===== src/rtl/buffered_mem_controller_pkg.sv =====
// Shared types and helpers for the buffered memory controller.
// Default widths, posted-write entry type and a log2 helper.
package mc_pkg;

  localparam int DATA_W_DEF = 8;
  localparam int ADDR_W_DEF = 8;

  typedef struct packed {
    logic [ADDR_W_DEF-1:0] addr;
    logic [DATA_W_DEF-1:0] data;
  } wr_entry_t;

  function automatic int clog2(input int v);
    int r;
    r = 0;
    for (int i = 0; i < 32; i++)
      if ((1 << r) < v) r++;
    return r;
  endfunction

endpackage


===== src/rtl/buffered_mem_controller_if.sv =====
// Write/read bus of the buffered memory controller.
// master drives requests, slave answers with status and read data.
interface mc_if
  import mc_pkg::*;
#(
  parameter int DATA_W      = DATA_W_DEF,
  parameter int ADDR_W      = ADDR_W_DEF,
  parameter int WFIFO_DEPTH = 4
);

  localparam int CNT_W = clog2(WFIFO_DEPTH) + 1;

  logic              wr_en;
  logic [ADDR_W-1:0] wr_addr;
  logic [DATA_W-1:0] wr_data;
  logic              wr_ready;
  logic              rd_en;
  logic [ADDR_W-1:0] rd_addr;
  logic              rd_ready;
  logic              rd_valid;
  logic [DATA_W-1:0] rd_data;
  logic              full;
  logic              empty;
  logic [CNT_W-1:0]  wr_count;
  logic              overflow;

  modport master (
    output wr_en, wr_addr, wr_data,
    output rd_en, rd_addr,
    input  wr_ready, rd_ready,
    input  rd_valid, rd_data,
    input  full, empty,
    input  wr_count, overflow
  );

  modport slave (
    input  wr_en, wr_addr, wr_data,
    input  rd_en, rd_addr,
    output wr_ready, rd_ready,
    output rd_valid, rd_data,
    output full, empty,
    output wr_count, overflow
  );

endinterface


===== src/rtl/mc_wr_fifo.sv =====
// Posted-write FIFO with a parallel address match
// over all occupied entries for read hazard detection.
module mc_wr_fifo
  import mc_pkg::*;
#(
  parameter int DATA_W = DATA_W_DEF,
  parameter int ADDR_W = ADDR_W_DEF,
  parameter int DEPTH  = 4
) (
  input  logic                  clk,
  input  logic                  reset,
  input  logic                  push,
  input  logic [ADDR_W-1:0]     push_addr,
  input  logic [DATA_W-1:0]     push_data,
  input  logic                  pop,
  output logic [ADDR_W-1:0]     head_addr,
  output logic [DATA_W-1:0]     head_data,
  output logic                  full,
  output logic                  empty,
  output logic [clog2(DEPTH):0] count,
  input  logic [ADDR_W-1:0]     query_addr,
  output logic                  match
);

  localparam int PTR_W = clog2(DEPTH);

  typedef struct packed {
    logic [ADDR_W-1:0] addr;
    logic [DATA_W-1:0] data;
  } entry_t;

  entry_t             slots [DEPTH];
  logic [DEPTH-1:0]   vld;
  logic [DEPTH-1:0]   vld_nx;
  logic [PTR_W:0]     wp;
  logic [PTR_W:0]     rp;
  logic [PTR_W-1:0]   wi;
  logic [PTR_W-1:0]   ri;
  logic               push_ok;
  logic               pop_ok;

  assign wi = wp[PTR_W-1:0];
  assign ri = rp[PTR_W-1:0];

  assign full  = (wp ^ rp) == {1'b1, {PTR_W{1'b0}}};
  assign empty = (wp == rp);
  assign count = wp - rp;

  assign push_ok = push && !full;
  assign pop_ok  = pop && !empty;

  assign head_addr = slots[ri].addr;
  assign head_data = slots[ri].data;

  always_comb begin
    vld_nx = vld;
    if (pop_ok)  vld_nx[ri] = 1'b0;
    if (push_ok) vld_nx[wi] = 1'b1;
  end

  always_ff @(posedge clk) begin
    if (reset) begin
      wp  <= '0;
      rp  <= '0;
      vld <= '0;
    end else begin
      vld <= vld_nx;
      if (push_ok) wp <= wp + 1'b1;
      if (pop_ok)  rp <= rp + 1'b1;
    end
  end

  always_ff @(posedge clk) begin
    if (push_ok) slots[wi] <= '{addr: push_addr, data: push_data};
  end

  always_comb begin
    match = 1'b0;
    for (int i = 0; i < DEPTH; i++)
      if (vld[i] && slots[i].addr == query_addr) match = 1'b1;
  end

endmodule


===== src/rtl/buffered_mem_controller.sv =====
// Posted-write buffered RAM with a 1-cycle read port.
// Reads win the RAM port unless hazarded or the FIFO is full.
module buffered_mem_controller
  import mc_pkg::*;
#(
  parameter int DATA_W      = DATA_W_DEF,
  parameter int ADDR_W      = ADDR_W_DEF,
  parameter int WFIFO_DEPTH = 4
) (
  input  logic clk_mem,
  input  logic reset,
  mc_if.slave  bus
);

  logic                        full;
  logic                        empty;
  logic [clog2(WFIFO_DEPTH):0] count;
  logic                        push;
  logic                        pop;
  logic                        match;
  logic                        hazard;
  logic                        rd_go;
  logic [ADDR_W-1:0]           head_addr;
  logic [DATA_W-1:0]           head_data;
  logic                        rd_valid;
  logic [DATA_W-1:0]           rd_data;
  logic                        overflow;
  logic [DATA_W-1:0]           ram [2**ADDR_W];

  assign push   = bus.wr_en && !full;
  assign hazard = bus.rd_en && match;
  assign rd_go  = bus.rd_en && !hazard && !full;
  // Reset drops the head instead of letting it land in RAM
  assign pop    = !rd_go && !empty && !reset;

  mc_wr_fifo #(
    .DATA_W (DATA_W),
    .ADDR_W (ADDR_W),
    .DEPTH  (WFIFO_DEPTH)
  ) u_fifo (
    .clk        (clk_mem),
    .reset      (reset),
    .push       (push),
    .push_addr  (bus.wr_addr),
    .push_data  (bus.wr_data),
    .pop        (pop),
    .head_addr  (head_addr),
    .head_data  (head_data),
    .full       (full),
    .empty      (empty),
    .count      (count),
    .query_addr (bus.rd_addr),
    .match      (match)
  );

  always_ff @(posedge clk_mem) begin
    if (pop) ram[head_addr] <= head_data;
  end

  always_ff @(posedge clk_mem) begin
    if (reset) begin
      rd_valid <= 1'b0;
      rd_data  <= '0;
    end else begin
      rd_valid <= rd_go;
      if (rd_go) rd_data <= ram[bus.rd_addr];
    end
  end

  always_ff @(posedge clk_mem) begin
    if (reset)
      overflow <= 1'b0;
    else if (bus.wr_en && full)
      overflow <= 1'b1;
  end

  assign bus.wr_ready = !full;
  assign bus.rd_ready = rd_go;
  assign bus.rd_valid = rd_valid;
  assign bus.rd_data  = rd_data;
  assign bus.full     = full;
  assign bus.empty    = empty;
  assign bus.wr_count = count;
  assign bus.overflow = overflow;

endmodule


===== src/flat_wrapper.sv =====
// flat-port wrapper written by rule: the top's interface ports become plain ports
module buffered_mem_controller_flat import mc_pkg::*;
#(
  parameter int DATA_W      = DATA_W_DEF,
  parameter int ADDR_W      = ADDR_W_DEF,
  parameter int WFIFO_DEPTH = 4
)
  (clk_mem, reset, bus_wr_en, bus_wr_addr, bus_wr_data, bus_rd_en, bus_rd_addr, bus_wr_ready, bus_rd_ready, bus_rd_valid, bus_rd_data, bus_full, bus_empty, bus_wr_count, bus_overflow);
  mc_if #(.DATA_W(DATA_W), .ADDR_W(ADDR_W), .WFIFO_DEPTH(WFIFO_DEPTH)) bus_i ();
  input  logic clk_mem;
  input  logic reset;
  input wire logic [$bits(bus_i.wr_en)-1:0] bus_wr_en;
  input wire logic [$bits(bus_i.wr_addr)-1:0] bus_wr_addr;
  input wire logic [$bits(bus_i.wr_data)-1:0] bus_wr_data;
  input wire logic [$bits(bus_i.rd_en)-1:0] bus_rd_en;
  input wire logic [$bits(bus_i.rd_addr)-1:0] bus_rd_addr;
  output wire logic [$bits(bus_i.wr_ready)-1:0] bus_wr_ready;
  output wire logic [$bits(bus_i.rd_ready)-1:0] bus_rd_ready;
  output wire logic [$bits(bus_i.rd_valid)-1:0] bus_rd_valid;
  output wire logic [$bits(bus_i.rd_data)-1:0] bus_rd_data;
  output wire logic [$bits(bus_i.full)-1:0] bus_full;
  output wire logic [$bits(bus_i.empty)-1:0] bus_empty;
  output wire logic [$bits(bus_i.wr_count)-1:0] bus_wr_count;
  output wire logic [$bits(bus_i.overflow)-1:0] bus_overflow;
  assign bus_i.wr_en = bus_wr_en;
  assign bus_i.wr_addr = bus_wr_addr;
  assign bus_i.wr_data = bus_wr_data;
  assign bus_i.rd_en = bus_rd_en;
  assign bus_i.rd_addr = bus_rd_addr;
  assign bus_wr_ready = bus_i.wr_ready;
  assign bus_rd_ready = bus_i.rd_ready;
  assign bus_rd_valid = bus_i.rd_valid;
  assign bus_rd_data = bus_i.rd_data;
  assign bus_full = bus_i.full;
  assign bus_empty = bus_i.empty;
  assign bus_wr_count = bus_i.wr_count;
  assign bus_overflow = bus_i.overflow;
  buffered_mem_controller #(.DATA_W(DATA_W), .ADDR_W(ADDR_W), .WFIFO_DEPTH(WFIFO_DEPTH)) u_core (.clk_mem(clk_mem), .reset(reset), .bus(bus_i));
endmodule

===== config.mk =====
export PLATFORM = sky130hd
export DESIGN_NAME = buffered_mem_controller_flat
export DESIGN_NICKNAME = d
export VERILOG_FILES = /design/src/rtl/buffered_mem_controller_pkg.sv /design/src/rtl/buffered_mem_controller_if.sv /design/src/rtl/mc_wr_fifo.sv /design/src/rtl/buffered_mem_controller.sv /design/src/flat_wrapper.sv
export SDC_FILE = /design/constraint.sdc
export NUM_CORES = 2
export LEC_CHECK = 0
export CAP_MARGIN = 15
export CELL_PAD_IN_SITES_DETAIL_PLACEMENT = 1
export CELL_PAD_IN_SITES_GLOBAL_PLACEMENT = 1
export CORE_UTILIZATION = 56
export DETAILED_ROUTE_END_ITERATION = 10
export HOLD_SLACK_MARGIN = 0.08
export PLACE_DENSITY_LB_ADDON = 0.1
export RECOVER_POWER = 25
export SYNTH_ARGS = -nofsm -noshare
export SYNTH_HDL_FRONTEND = slang
export SYNTH_HIERARCHICAL = 1
export SYNTH_SLANG_ARGS = --single-unit

===== constraint.sdc =====
create_clock -name clk_mem -period 4.9 [get_ports clk_mem]
set_clock_uncertainty 0.2 [all_clocks]
set_input_delay 0.49 -clock clk_mem [delete_from_list [all_inputs] [get_ports clk_mem]]
set_output_delay 0.49 -clock clk_mem [all_outputs]
set_load 0.01 [all_outputs]

==> impl_metrics.toml <==
[global_route]
grt_antenna_before_repair = 5
grt-ovfl-total = 0
grt_max_degree = 163
grt_pass1_wl_um = 330000
grt_pass1_vias = 45900
grt_use_total_pct = 30.6

[min_path]
hp-class = "in -> reg"

[synthesis]
synthTopCellsByArea = "edfxtp_1, mux4_2, mux2i_1"
yosys.area.top_type = "edfxtp_1"
synth_most_common_cell = "edfxtp_1"
synth_edf_count = 2112
ys_warn_count = 6
syn_avg_cell_area_um2 = 20.0
ys_seq_elements = 2134
synthFlopType = "edfxtp_1"
seq_area_frac_synth_pct = 75.9
syn_area_mm2 = 0.0842
syn-num-nets = 4241
yosysUniqueCellTypes = 78
synth_common_cells = "edfxtp_1, mux2i_1, nor2_1, mux4_2, nand2_1"
async_flop_share_pct = 0
synth_cells = 4202
synth_top_area_share_pct = 75.3

[timing]
hold_ws_ns = 0.190
final.period_utilization_pct = 88.8
slew_headroom_pct = -29.9
fin_crit_ns = 4.35
drv_slew = 376
rsz0062_at_grt = "false"
finalHoldViolations = 0
max_freq_ghz = 0.230
setup_tns_ns = 0
tightest_slew_ns = 1.95
finalSetupViolations = 0

[drt]
firstDrtPassIters = 6
viasPerCell = 6.52
drcViolationCount = 0
drt_iter0_drc = 4747
vias = 44200
ant_nets = 0
wirelength_um = 231000
wire_per_inst_um = 34.0

[cts]
ctsResizeCount = 0
clkTransAtPathRegs_ns = 0.06
htree_levels = 4
clock-root-buffer = "clkbuf_16"
cts_hold_buf = 11
cts_buffers = 211
clockBufferDepth = 3
cts_tree = "built"
cts.sinks = 2134
clock_latency_ns = 0.85
cts_setup_buffers = 0

[status]
status = "finished, violations left"
failed_checks = "max-capacitance violations, max-slew violations"

[setup_path]
cpPeakStageDelay_ns = 1.34
cp-start-kind = "flip-flop"
worstPathCellList = "clkbuf_1, mux4_2, clkbuf_4"
cp.arrival_ns = 4.65
endpoint_kind = "flip-flop"
cp_max_fo = 70
critical_path_class = "reg -> reg"
critPathSlowestCell = "mux4_2"
critPathRequiredTime_ns = 5.20

[die]
io_pins = 45
die-area_mm2 = 0.152
die_h_um = 390
core_region_area_mm2 = 0.149
fp-row-count = 141
die_w_um = 390
start_util_pct = 56.7

[power]
power_density_mw_per_mm2 = 409
p_leak_nw = 31.2
peakVddDrop_mv = 0.330

[placed_design]
gp_congestion = 0.874
io_buffers = 44
hpwlAfterDp_um = 144000

[final_layout]
layout-drive-gt1-share_pct = 21.7
area_delta_synth_final_pct = 13.1
layout.nets = 4644

[run]
drv_cap = 5
routing by layer:
metal	GRT usage [%]	vias to the layer above	part of all wire, %
met3	6.17	345	8.3
li1	-	18200	-
met1	43.2	23700	40
met4	10.3	0	3.3
met5	0	-	0
met2	48.0	2090	48
stage by stage:
| stage | power, mW | instance area [um^2] | instances | utilization [%] | setup WS (ns) |
|---|---|---|---|---|---|
| floorplan | 22.2 | 84200 | 4202 | - | 1.15 |
| global placement | 23.2 | 88400 | 6383 | 59.5 | 0.380 |
| detailed placement | 23.2 | 88400 | 6383 | 59.5 | 0.217 |
| CTS | 39.2 | 95400 | 6787 | 64.2 | 0.649 |
| global route | 39.8 | 95300 | 6787 | 64.1 | 0.268 |
| finish | 38.9 | 95300 | 6788 | 64.1 | 0.547 |
registers in the layout, indices dropped and copies added (netlist names), named ones only:
name,cells
u_core/ram,2048
u_core/u_fifo/wp,3
u_core/u_fifo/slots,64
u_core/bus.overflow,1
u_core/bus.rd_data,8
u_core/u_fifo/vld,4
u_core/bus.rd_valid,1
u_core/u_fifo/rp,3
worst max-delay path, delay by kind of cell (launching register included):
family / cells / cell delay, ns
muxes: 1 / 1.34
DFF: 1 / 0.58
buffers and inverters: 2 / 1.77
path summary, 6_finish.rpt:
| check | start | endpoint | slack, ns | cells past startpoint |
|---|---|---|---|---|
| worst max-delay path | flip-flop | u_core/ram[129][3]$_DFFE_PP_ | 0.55 | 3 |
| worst min-delay path | reset | u_core/u_fifo/wp[0]$_SDFFE_PP0P_ | 0.19 | 3 |
| worst max register to register | flip-flop | u_core/ram[129][3]$_DFFE_PP_ | 0.55 | 3 |
| worst min register to register | u_core/bus.overflow$_SDFFE_PP0P_ | u_core/bus.overflow$_SDFFE_PP0P_ | 0.27 | 2 |
logic make-up after synthesis:
logic type / after synthesis / synth area share [%]
AND/OR/NAND/NOR: 593 / 3.04
AO/OA/AOI/OAI: 434 / 3.61
XOR/XNOR: 38 / 0.404
adder cells (fa/ha/maj): 11 / 0.172
flip-flops: 2134 / 75.9
multiplexers: 733 / 14.5
buffers and inverters: 259 / 2.39
area by class of cell:
class | count | area (um^2)
Fill cell | 12200 | 53300
Tap cell | 2002 | 2500
Clock buffer | 252 | 5560
Sequential cell | 2134 | 63900
Timing Repair Buffer | 434 | 3650
Multi-Input combinational cell | 1809 | 18300
Inverter | 15 | 58.8
Antenna cell | 1 | 2.50
Clock inverter | 141 | 1280
cells in the final DEF (no fill, tap or decap), types with 17 or more instances in the layout:
cell type / instances
dfxtp_1: 22
a221oi_1: 22
clkbuf_16: 214
xnor2_1: 18
dlygate4sd3_1: 37
nor2_1: 315
clkinv_1: 47
edfxtp_1: 2112
bufinv_16: 21
nand2_1: 126
nor4_1: 17
a21oi_1: 57
mux4_2: 306
nor3_1: 32
clkbuf_1: 34
buf_12: 21
mux4_1: 64
mux2i_1: 354
clkinv_2: 45
o221ai_1: 43
buf_4: 348
o21ai_0: 54
o22ai_1: 117
nand3_1: 29
xor2_1: 19
a211oi_1: 33
a2111oi_0: 21
report_power, final:
group          switching (mW)  total (mW)  internal [mW]
Clock                    6.90        16.1           9.18
Combinational            1.70        2.37          0.668
Sequential             0.0399        20.5           20.4
Total                    8.64        38.9           30.3
Note: power is estimated with default switching activity, not from simulation.
